## src/rtl/seq_divider_param.sv

```systemverilog
// Sequential restoring divider, one quotient bit per clock.
// Operands are WIDTH bits; signed mode works on magnitudes and then corrects the
// signs of the results in a single fix-up cycle (truncating division, remainder
// takes the sign of the dividend). Divide-by-zero skips the iteration entirely.
//
// Ports:
//   clk, reset          clock (rising edge), synchronous active-high reset
//   in_valid/in_ready   request handshake; in_ready is high only in IDLE
//   dividend, divisor   operands, sampled on accept
//   is_signed           two's-complement request (ignored when SIGNED_EN == 0)
//   out_valid/out_ready result handshake
//   quotient, remainder result; held until the next result is presented
//   div_by_zero         divisor was zero for the presented result
//   busy                unit is not idle
module seq_divider_param #(
    parameter int unsigned WIDTH     = 32,
    parameter bit          SIGNED_EN = 1'b1
) (
    input  logic             clk,
    input  logic             reset,
    input  logic             in_valid,
    output logic             in_ready,
    input  logic [WIDTH-1:0] dividend,
    input  logic [WIDTH-1:0] divisor,
    input  logic             is_signed,
    output logic             out_valid,
    input  logic             out_ready,
    output logic [WIDTH-1:0] quotient,
    output logic [WIDTH-1:0] remainder,
    output logic             div_by_zero,
    output logic             busy
);

    localparam int unsigned CNT_W = $clog2(WIDTH) + 1;
    localparam int unsigned REM_W = WIDTH + 1;

    typedef enum logic [1:0] {
        IDLE = 2'd0,
        RUN  = 2'd1,
        FIX  = 2'd2,
        DONE = 2'd3
    } state_t;

    state_t             state;
    logic [CNT_W-1:0]   cnt;
    logic [REM_W-1:0]   rem_w;      // partial remainder, one guard bit
    logic [WIDTH-1:0]   quo_w;      // dividend bits shift out, quotient bits shift in
    logic [WIDTH-1:0]   dvs_mag;
    logic               neg_q;
    logic               neg_r;
    logic               dbz_w;

    // Sign handling for the incoming request
    logic               sgn_c;
    logic               dvd_neg_c;
    logic               dvs_neg_c;
    logic [WIDTH-1:0]   dvd_mag_c;
    logic [WIDTH-1:0]   dvs_mag_c;

    always_comb begin
        sgn_c     = SIGNED_EN && is_signed;
        dvd_neg_c = sgn_c && dividend[WIDTH-1];
        dvs_neg_c = sgn_c && divisor[WIDTH-1];
        dvd_mag_c = dvd_neg_c ? WIDTH'(-dividend) : dividend;
        dvs_mag_c = dvs_neg_c ? WIDTH'(-divisor)  : divisor;
    end

    // One restoring step: shift in next dividend bit, trial-subtract the divisor
    logic [REM_W-1:0]   rem_shift_c;
    logic [REM_W-1:0]   rem_diff_c;
    logic               q_bit_c;

    always_comb begin
        rem_shift_c = {rem_w[WIDTH-1:0], quo_w[WIDTH-1]};
        rem_diff_c  = rem_shift_c - {1'b0, dvs_mag};
        q_bit_c     = ~rem_diff_c[REM_W-1];
    end

    // Control FSM and registered outputs
    always_ff @(posedge clk) begin
        if (reset) begin
            state       <= IDLE;
            cnt         <= '0;
            rem_w       <= '0;
            quo_w       <= '0;
            dvs_mag     <= '0;
            neg_q       <= 1'b0;
            neg_r       <= 1'b0;
            dbz_w       <= 1'b0;
            in_ready    <= 1'b1;
            out_valid   <= 1'b0;
            quotient    <= '0;
            remainder   <= '0;
            div_by_zero <= 1'b0;
            busy        <= 1'b0;
        end else begin
            case (state)
                IDLE: begin
                    if (in_valid) begin
                        in_ready <= 1'b0;
                        busy     <= 1'b1;
                        cnt      <= '0;
                        neg_q    <= dvd_neg_c ^ dvs_neg_c;
                        neg_r    <= dvd_neg_c;
                        dvs_mag  <= dvs_mag_c;
                        if (divisor == '0) begin
                            // Result is known immediately; dividend passes through untouched
                            quo_w <= '1;
                            rem_w <= {1'b0, dividend};
                            dbz_w <= 1'b1;
                            state <= DONE;
                        end else begin
                            quo_w <= dvd_mag_c;
                            rem_w <= '0;
                            dbz_w <= 1'b0;
                            state <= RUN;
                        end
                    end
                end

                RUN: begin
                    quo_w <= {quo_w[WIDTH-2:0], q_bit_c};
                    if (q_bit_c) begin
                        rem_w <= rem_diff_c;
                    end else begin
                        rem_w <= rem_shift_c;
                    end
                    cnt <= cnt + CNT_W'(1);
                    if (cnt == CNT_W'(WIDTH - 1)) begin
                        state <= FIX;
                    end
                end

                FIX: begin
                    // Most-negative / -1 falls out here unchanged: magnitude quotient
                    // is 2^(WIDTH-1) and the signs agree, so no negation is applied.
                    if (neg_q) begin
                        quo_w <= WIDTH'(-quo_w);
                    end
                    if (neg_r) begin
                        rem_w <= {1'b0, WIDTH'(-rem_w[WIDTH-1:0])};
                    end
                    state <= DONE;
                end

                DONE: begin
                    // First DONE cycle publishes the result; later cycles wait for the consumer
                    if (!out_valid) begin
                        out_valid   <= 1'b1;
                        quotient    <= quo_w;
                        remainder   <= rem_w[WIDTH-1:0];
                        div_by_zero <= dbz_w;
                    end else if (out_ready) begin
                        out_valid <= 1'b0;
                        in_ready  <= 1'b1;
                        busy      <= 1'b0;
                        state     <= IDLE;
                    end
                end

                default: begin
                    state <= IDLE;
                end
            endcase
        end
    end

endmodule

```

## config.mk

```make
export PLATFORM = sky130hd
export DESIGN_NAME = seq_divider_param
export DESIGN_NICKNAME = d
export VERILOG_FILES = /design/src/rtl/seq_divider_param.sv
export SDC_FILE = /design/constraint.sdc
export NUM_CORES = 1
export LEC_CHECK = 0
export BUFFER_PORTS_ARGS = -buffer_cell sky130_fd_sc_hd__buf_2
export CAP_MARGIN = 20
export CORE_ASPECT_RATIO = 0.6
export CORE_MARGIN = 5
export CORE_UTILIZATION = 45
export DETAILED_ROUTE_END_ITERATION = 12
export PLACE_DENSITY_LB_ADDON = 0.15
export SLEW_MARGIN = 20
export SYNTH_ARGS = -nofsm -noshare
export SYNTH_HDL_FRONTEND = slang
export SYNTH_SLANG_ARGS = --single-unit
```

## constraint.sdc

```tcl
create_clock -name clk -period 4 [get_ports clk]
set_input_delay 0.2 -clock clk [delete_from_list [all_inputs] [get_ports clk]]
set_output_delay 0.2 -clock clk [all_outputs]
set_load 0.1 [all_outputs]
```

==> reports/qor.yml, run 1 <==
p_per_area_nw_per_um2: 881
cts_max_path_buffers: 2
htree_num_levels: 4
vias: 13300
path_max_fanout: 23
crit_top_cell: "o21ai_1"
clkSlewWorstSetupHoldPaths_ns: 0.07
grt_max_degree: 80
dr_wl_met3_um: 4060
ioPinCount: 137
ant_nets: 0
highest_layer: "met4"
pre_cts_slack_ns: 0.182
setup_ws_ns: 0.295
drtPass1Iterations: 5
synth_top_area_share: 0.283
antenna_found_initial: 0
synth_common_cells: "nand2_1 (245), a21oi_1 (229), dfxtp_1 (175)"
wire_per_inst_um: 19.8
final_area_um2: 13900
wl_met1_um: 21000
tns_ns: 0
viasPerCell: 6.12
grt_pass1_vias: 11900
route.detailed.drc: 0
synth-edff-count: 0
cap_violations: 0
ys_warn_count: 0
min_period_ns: 3.70
grt_usage: 0.269
drt_wl_total_um: 43100
core_area_um2: 27300
die_area_um2: 31000
max_stage_delay_ns: 0.45
avgSynthCellArea_um2: 7.09
hpwl_um: 31300
async_reset_ff_frac: 0
power.leakage_uw: 0.00532
required_ns: 4.35
worst_pin_slew_ns: 0.980
power_uw: 12200
synth_fp_nets: 1856
drt_iter0_markers: 1438
worstPathArrival_ns: 4.06
fin_crit_sh: 0.926
startpoint_type: "register"
nNetsFinal: 1906
synth_seq_cells: 175
yosys.area.top_type: "dfxtp_1"
fp.dieH_um: 138
cp_top_family: "compound AO/OA/AOI/OAI gates"
initial_core_util: 0.452
gp_congestion: 0.962
dpl_cell_area_um2: 13300
drive_gt1_frac: 0.123
synth.area.top_cells: "dfxtp_1 (28%), a21oi_1 (9.3%), nand2_1 (7.4%)"
status: "completed"
ys_types: 77
num_rows: 47
synthesis.area_um2: 12400
max-vdd-ir-drop_v: 0.000628
cts_buffers: 17
hold_path_class: "input port to register"
skew_ns: 0.00934
setup_viol: 0
worstPathCellList: "inv_1 > ha_1 > fa_1 > nand2b_1 > a21oi_2 > o21ai_1 > o31a_1 > o21ai_1 > mux2i_1 > buf_6 > and2_1 > buf_4 > o21ai_1 > a31o_1"
numPortBuffers: 136
met2_wirelength_um: 17100
crit_type: "register to register"
fmax_ghz: 0.270
rsz0062_at_grt: "false"
ys_seq_area_frac: 0.283
synth.most_common_cell: "nand2_1"
path_buf_inv: 3
setup.worst_path.end_class: "register"
num_antenna_cells: 0
hold_buffers: 0
cts_tree: "done"
fin_util: 0.507
drv_slew: 0
syn_inst: 1745
clk_latency_ns: 0.46
synthFlopType: "dfxtp_1"
grt-ovfl-total: 0
hold_viol_final: 0
grt_pass1_wl_um: 68000
cts_sinks: 175
cts_root_buffer: "clkbuf_16"
area_delta_synth_final_pct: 12.0
die_width_um: 224
slew_headroom: 0.340
slowest_stage: "dfxtp_1"
==> routing by layer <==
metal / up-vias / GRT usage
li1: 6368 / -
met2: 603 / 0.364
met4: 0 / 0.0793
met3: 75 / 0.0553
met1: 6258 / 0.424
met5: - / 0
==> registers in the layout, summed over array words and instances, names as in the netlist <==
name         count
dbz_w            1
remainder       32
in_ready         1
quo_w           32
state            2
quotient        32
neg_r            1
out_valid        1
busy             1
neg_q            1
dvs_mag         32
div_by_zero      1
rem_w           32
cnt              6
==> through the flow <==
| stage | std cells | hold WS, ns |
|---|---|---|
| finish | 2175 | 0.0276 |
| global route | 2175 | 0.0665 |
| CTS | 2175 | 0.0178 |
| detailed placement | 2143 | 0.443 |
| global placement | 2143 | 0.439 |
| floorplan | 1745 | 0.336 |
==> final cells by class <==
class / instances / area, µm²
fillers: 2769 / 13500
clock buffers: 21 / 460
clock inverters: 11 / 130
inverters: 55 / 206
flip-flops and latches: 175 / 3500
repair buffers: 167 / 920
well taps: 367 / 459
multi-input cells: 1379 / 8180
==> worst reg2reg max path, stage by stage (launching register included) <==
cell and delay, ns:
dfxtp_1 0.45, inv_1 0.07, ha_1 0.24, fa_1 0.40, nand2b_1 0.20, a21oi_2 0.21
o21ai_1 0.17, o31a_1 0.35, o21ai_1 0.28, mux2i_1 0.33, buf_6 0.26, and2_1 0.18
buf_4 0.17, o21ai_1 0.09, a31o_1 0.21
==> layout by cell type (no fill, tap or decap), types with 5 or more instances in the layout <==
| master | count |
|---|---|
| o311ai_0 | 9 |
| o21ai_1 | 27 |
| ha_1 | 39 |
| o41ai_1 | 9 |
| a211oi_1 | 54 |
| o21a_1 | 8 |
| or3_1 | 21 |
| nand4_1 | 9 |
| buf_4 | 31 |
| xnor2_1 | 48 |
| inv_1 | 53 |
| o31ai_1 | 11 |
| o211ai_1 | 7 |
| clkbuf_16 | 17 |
| buf_2 | 135 |
| dfxtp_1 | 175 |
| a22oi_1 | 6 |
| and2_1 | 7 |
| nor4_1 | 20 |
| nor2b_1 | 9 |
| nand2b_1 | 15 |
| a21oi_1 | 227 |
| or4_1 | 8 |
| a211o_1 | 5 |
| a31oi_1 | 12 |
| nand3b_1 | 15 |
| a221oi_1 | 25 |
| nor2_1 | 165 |
| mux2i_1 | 16 |
| xor2_1 | 48 |
| nand3_1 | 32 |
| nand2_1 | 244 |
| nor3_1 | 60 |
| and3_1 | 18 |
| a21o_1 | 16 |
| a311oi_1 | 12 |
| o21ai_0 | 94 |
==> power breakdown <==
part / total (µW) / internal, µW / leakage, µW / switching [µW]
logic: 7850 / 2790 / 0.00362 / 5060
registers: 2630 / 2090 / 0.00143 / 532
clock network: 1740 / 960 / 0.000277 / 776
==> logic make-up (layout without fill, tap and decap cells) <==
kind of cell             after synthesis  count (layout)  share of synthesized area
AND/OR/NAND/NOR                      653             653                      0.247
XOR/XNOR                              96              96                     0.0680
buffers and inverters                191             254                     0.0593
AO/OA/AOI/OAI                        571             571                      0.285
adder cells (fa/ha/maj)               42              42                     0.0431
multiplexers                          17              17                     0.0139
flip-flops                           175             175                      0.283
==> final timing paths <==
check | endpoint | slack, ns | startpoint | cells past startpoint
worst max-delay path | rem_w[9]$_SDFFE_PP0P_ | 0.30 | quo_w[31]$_SDFFE_PP0P_ | 14
worst min-delay path | dvs_mag[0]$_SDFFE_PP0P_ | 0.03 | divisor[0] | 3
worst max register to register | rem_w[9]$_SDFFE_PP0P_ | 0.30 | quo_w[31]$_SDFFE_PP0P_ | 14
worst min register to register | quotient[4]$_SDFFE_PP0P_ | 0.45 | quotient[4]$_SDFFE_PP0P_ | 2
==> repair_timing <==
action                                  4_1_cts  5_1_grt
gates resized for setup                       0        3
setup buffers                                 0        0
endpoints found under the setup margin        0       19
Power figures use the tool's default switching activity.
==> run 2: changes to the inputs <==
--- a/config.mk
+++ b/config.mk
@@ -12,6 +12,7 @@
 export CORE_UTILIZATION = 45
 export DETAILED_ROUTE_END_ITERATION = 12
 export PLACE_DENSITY_LB_ADDON = 0.15
+export SKIP_CTS_REPAIR_TIMING = 1
 export SLEW_MARGIN = 20
 export SYNTH_ARGS = -nofsm -noshare
 export SYNTH_HDL_FRONTEND = slang
==> constraint.sdc (replaced) <==
create_clock -name clk -period 4.51 [get_ports clk]
set_input_delay 0.2255 -clock clk [delete_from_list [all_inputs] [get_ports clk]]
set_output_delay 0.2255 -clock clk [all_outputs]
set_load 0.1 [all_outputs]
==> run 2 against run 1 <==
  * Clock-buffer cell count fell by 3
  * Via count fell by 1.7%
  * Flip-flop and latch count unchanged
  * Clock skew grew 0.0020 ns
  * Total power is 12% lower
  * Sequential power shrank 11%
  * Combinational power fell by 13%
  * Critical endpoint is now quo_w[0]$_SDFFE_PP0P_
==> reports/qor.yml, run 2 (synthesis results as in run 1) <==
cap_violations: 0  # unchanged
tns_ns: 0  # unchanged
layout.cells.non_filler: 2166  # was 2,175
setup_ws_ns: 0.261  # was 0.295 ns
slew_headroom: 0.329  # was 0.340
drive_gt1_frac: 0.118  # was 0.123
wire_per_inst_um: 19.6  # was 19.8 µm
fin_util: 0.504  # was 0.507
skew_ns: 0.0114  # was 0.00934 ns
grt_usage: 0.268  # was 0.269
die_area_um2: 31000  # unchanged
status: "completed"  # unchanged
setup.worst_path.end_class: "register"  # unchanged
worst_pin_slew_ns: 0.997  # was 0.980 ns
startpoint_type: "register"  # unchanged
crit_type: "register to register"  # unchanged
ioPinCount: 137  # unchanged
grt_pass1_vias: 11800  # was 11,900
clkSlewWorstSetupHoldPaths_ns: 0.08  # was 0.07 ns
drv_slew: 0  # unchanged
reg2reg_slack_ns: 0.26  # was 0.30 ns
numPortBuffers: 136  # unchanged
final_cell_mix: "nand2_1 (245), a21oi_1 (228), dfxtp_1 (175)"  # was nand2_1 (244), a21oi_1 (227), dfxtp_1 (175)
cts_tree: "done"  # unchanged
htree_num_levels: 4  # unchanged
nNetsFinal: 1897  # was 1,906
final_common_cell: "nand2_1"  # unchanged
area_delta_synth_final_pct: 11.5  # was 12.0%
hpwl_um: 31000  # was 31,300 µm
max-vdd-ir-drop_v: 0.000359  # was 0.000628 V
num_antenna_cells: 0  # unchanged
vias: 13100  # was 13,300
worstPathCellList: "inv_1 > ha_1 > fa_1 > nand2b_1 > a21oi_1 > o21ai_1 > o31a_1 > o21ai_1 > mux2i_1 > buf_4 > nand2_1 > a221oi_1 > o41ai_1"  # was inv_1 > ha_1 > fa_1 > nand2b_1 > a21oi_2 > o21ai_1 > o31a_1 > o21ai_1 > mux2i_1 > buf_6 > and2_1 > buf_4 > o21ai_1 > a31o_1
dpl.cell_count: 2133  # was 2,143
die_width_um: 224  # unchanged
setup_viol: 0  # unchanged
hold_viol_final: 0  # unchanged
slowest_stage: "nand2_1"  # was dfxtp_1
viasPerCell: 6.04  # was 6.12
cts_max_path_buffers: 2  # unchanged
drtPass1Iterations: 9  # was 5
path_max_fanout: 24  # was 23
max_stage_delay_ns: 0.62  # was 0.45 ns
num_rows: 47  # unchanged
grt_max_degree: 103  # was 80
drt_wl_total_um: 42400  # was 43,100 µm
fp.dieH_um: 138  # unchanged
p_per_area_nw_per_um2: 777  # was 881 nW/µm²
worstPathArrival_ns: 4.58  # was 4.06 ns
required_ns: 4.84  # was 4.35 ns
grt-ovfl-total: 0  # unchanged
grt_pass1_wl_um: 67600  # was 68,000 µm
clk_latency_ns: 0.46  # about the same
cts_buffers: 17  # unchanged
pre_cts_slack_ns: 0.341  # was 0.182 ns
drt_iter0_markers: 1645  # was 1,438
gp_congestion: 0.953  # was 0.962
cts_sinks: 175  # unchanged
core_area_um2: 27300  # unchanged
rsz0062_at_grt: "false"  # unchanged
fillCellCount: 2819  # was 2,769
power.leakage_uw: 0.00528  # was 0.00532 µW
hold_path_class: "input port to register"  # unchanged
crit_top_cell: "o21ai_1"  # unchanged
route.detailed.drc: 0  # unchanged
antenna_found_initial: 1  # was 0
initial_core_util: 0.452  # unchanged
ant_nets: 0  # unchanged
fin_crit_sh: 0.942  # was 0.926
fmax_ghz: 0.235  # was 0.270 GHz
min_period_ns: 4.25  # was 3.70 ns
cts_root_buffer: "clkbuf_16"  # unchanged
[run 2: where the power goes]
group	total [µW]	switching [µW]	internal [µW]
Clock	1530	702	825
Combinational	6850	4460	2400
Sequential	2340	481	1860
Total	10700	5640	5080
[run 2: metal layers]
layer | share of wire | vias up | track usage
li1 | - | 6356 | -
met5 | 0.00017 | - | 0
met1 | 0.50 | 6107 | 0.427
met4 | 0.015 | 2 | 0.0596
met2 | 0.39 | 554 | 0.358
met3 | 0.098 | 58 | 0.0653
[run 2: worst paths after layout]
check	startpoint	end	cells past startpoint
max	quo_w[31]$_SDFFE_PP0P_	quo_w[0]$_SDFFE_PP0P_	13
min	divisor[1]	dvs_mag[1]$_SDFFE_PP0P_	3
max reg2reg	quo_w[31]$_SDFFE_PP0P_	quo_w[0]$_SDFFE_PP0P_	13
min reg2reg	quotient[17]$_SDFFE_PP0P_	quotient[17]$_SDFFE_PP0P_	2
[run 2: layout make-up]
| class | instances | area [µm²] | share of cell area |
|---|---|---|---|
| Multi-Input combinational cell | 1379 | 8170 | 0.592 |
| Timing Repair Buffer | 158 | 868 | 0.0630 |
| Clock inverter | 14 | 155 | 0.0112 |
| Inverter | 55 | 206 | 0.0150 |
| Clock buffer | 18 | 429 | 0.0311 |
| Tap cell | 367 | 459 | 0.0333 |
| Sequential cell | 175 | 3500 | 0.254 |
[run 2: metrics by stage]
step / instance area (µm²) / power, µW / hold slack (ns)
after global routing: 13800 / 11500 / 0.0832
after global placement: 13200 / 8990 / 0.439
after detailed placement: 13200 / 9020 / 0.443
after floorplan: 12400 / 7250 / 0.361
final: 13800 / 10700 / 0.0625
after CTS: 13800 / 10600 / 0.0421
[run 2: critical path: cells and delay by family, from the launching register on]
| kind | cells | cell delay [ns] |
|---|---|---|
| AO/OA/AOI/OAI | 6 | 1.67 |
| AND/OR/NAND/NOR | 2 | 0.81 |
| adder cells (fa/ha/maj) | 2 | 0.63 |
| flip-flops | 1 | 0.44 |
| buffers and inverters | 2 | 0.34 |
| multiplexers | 1 | 0.23 |
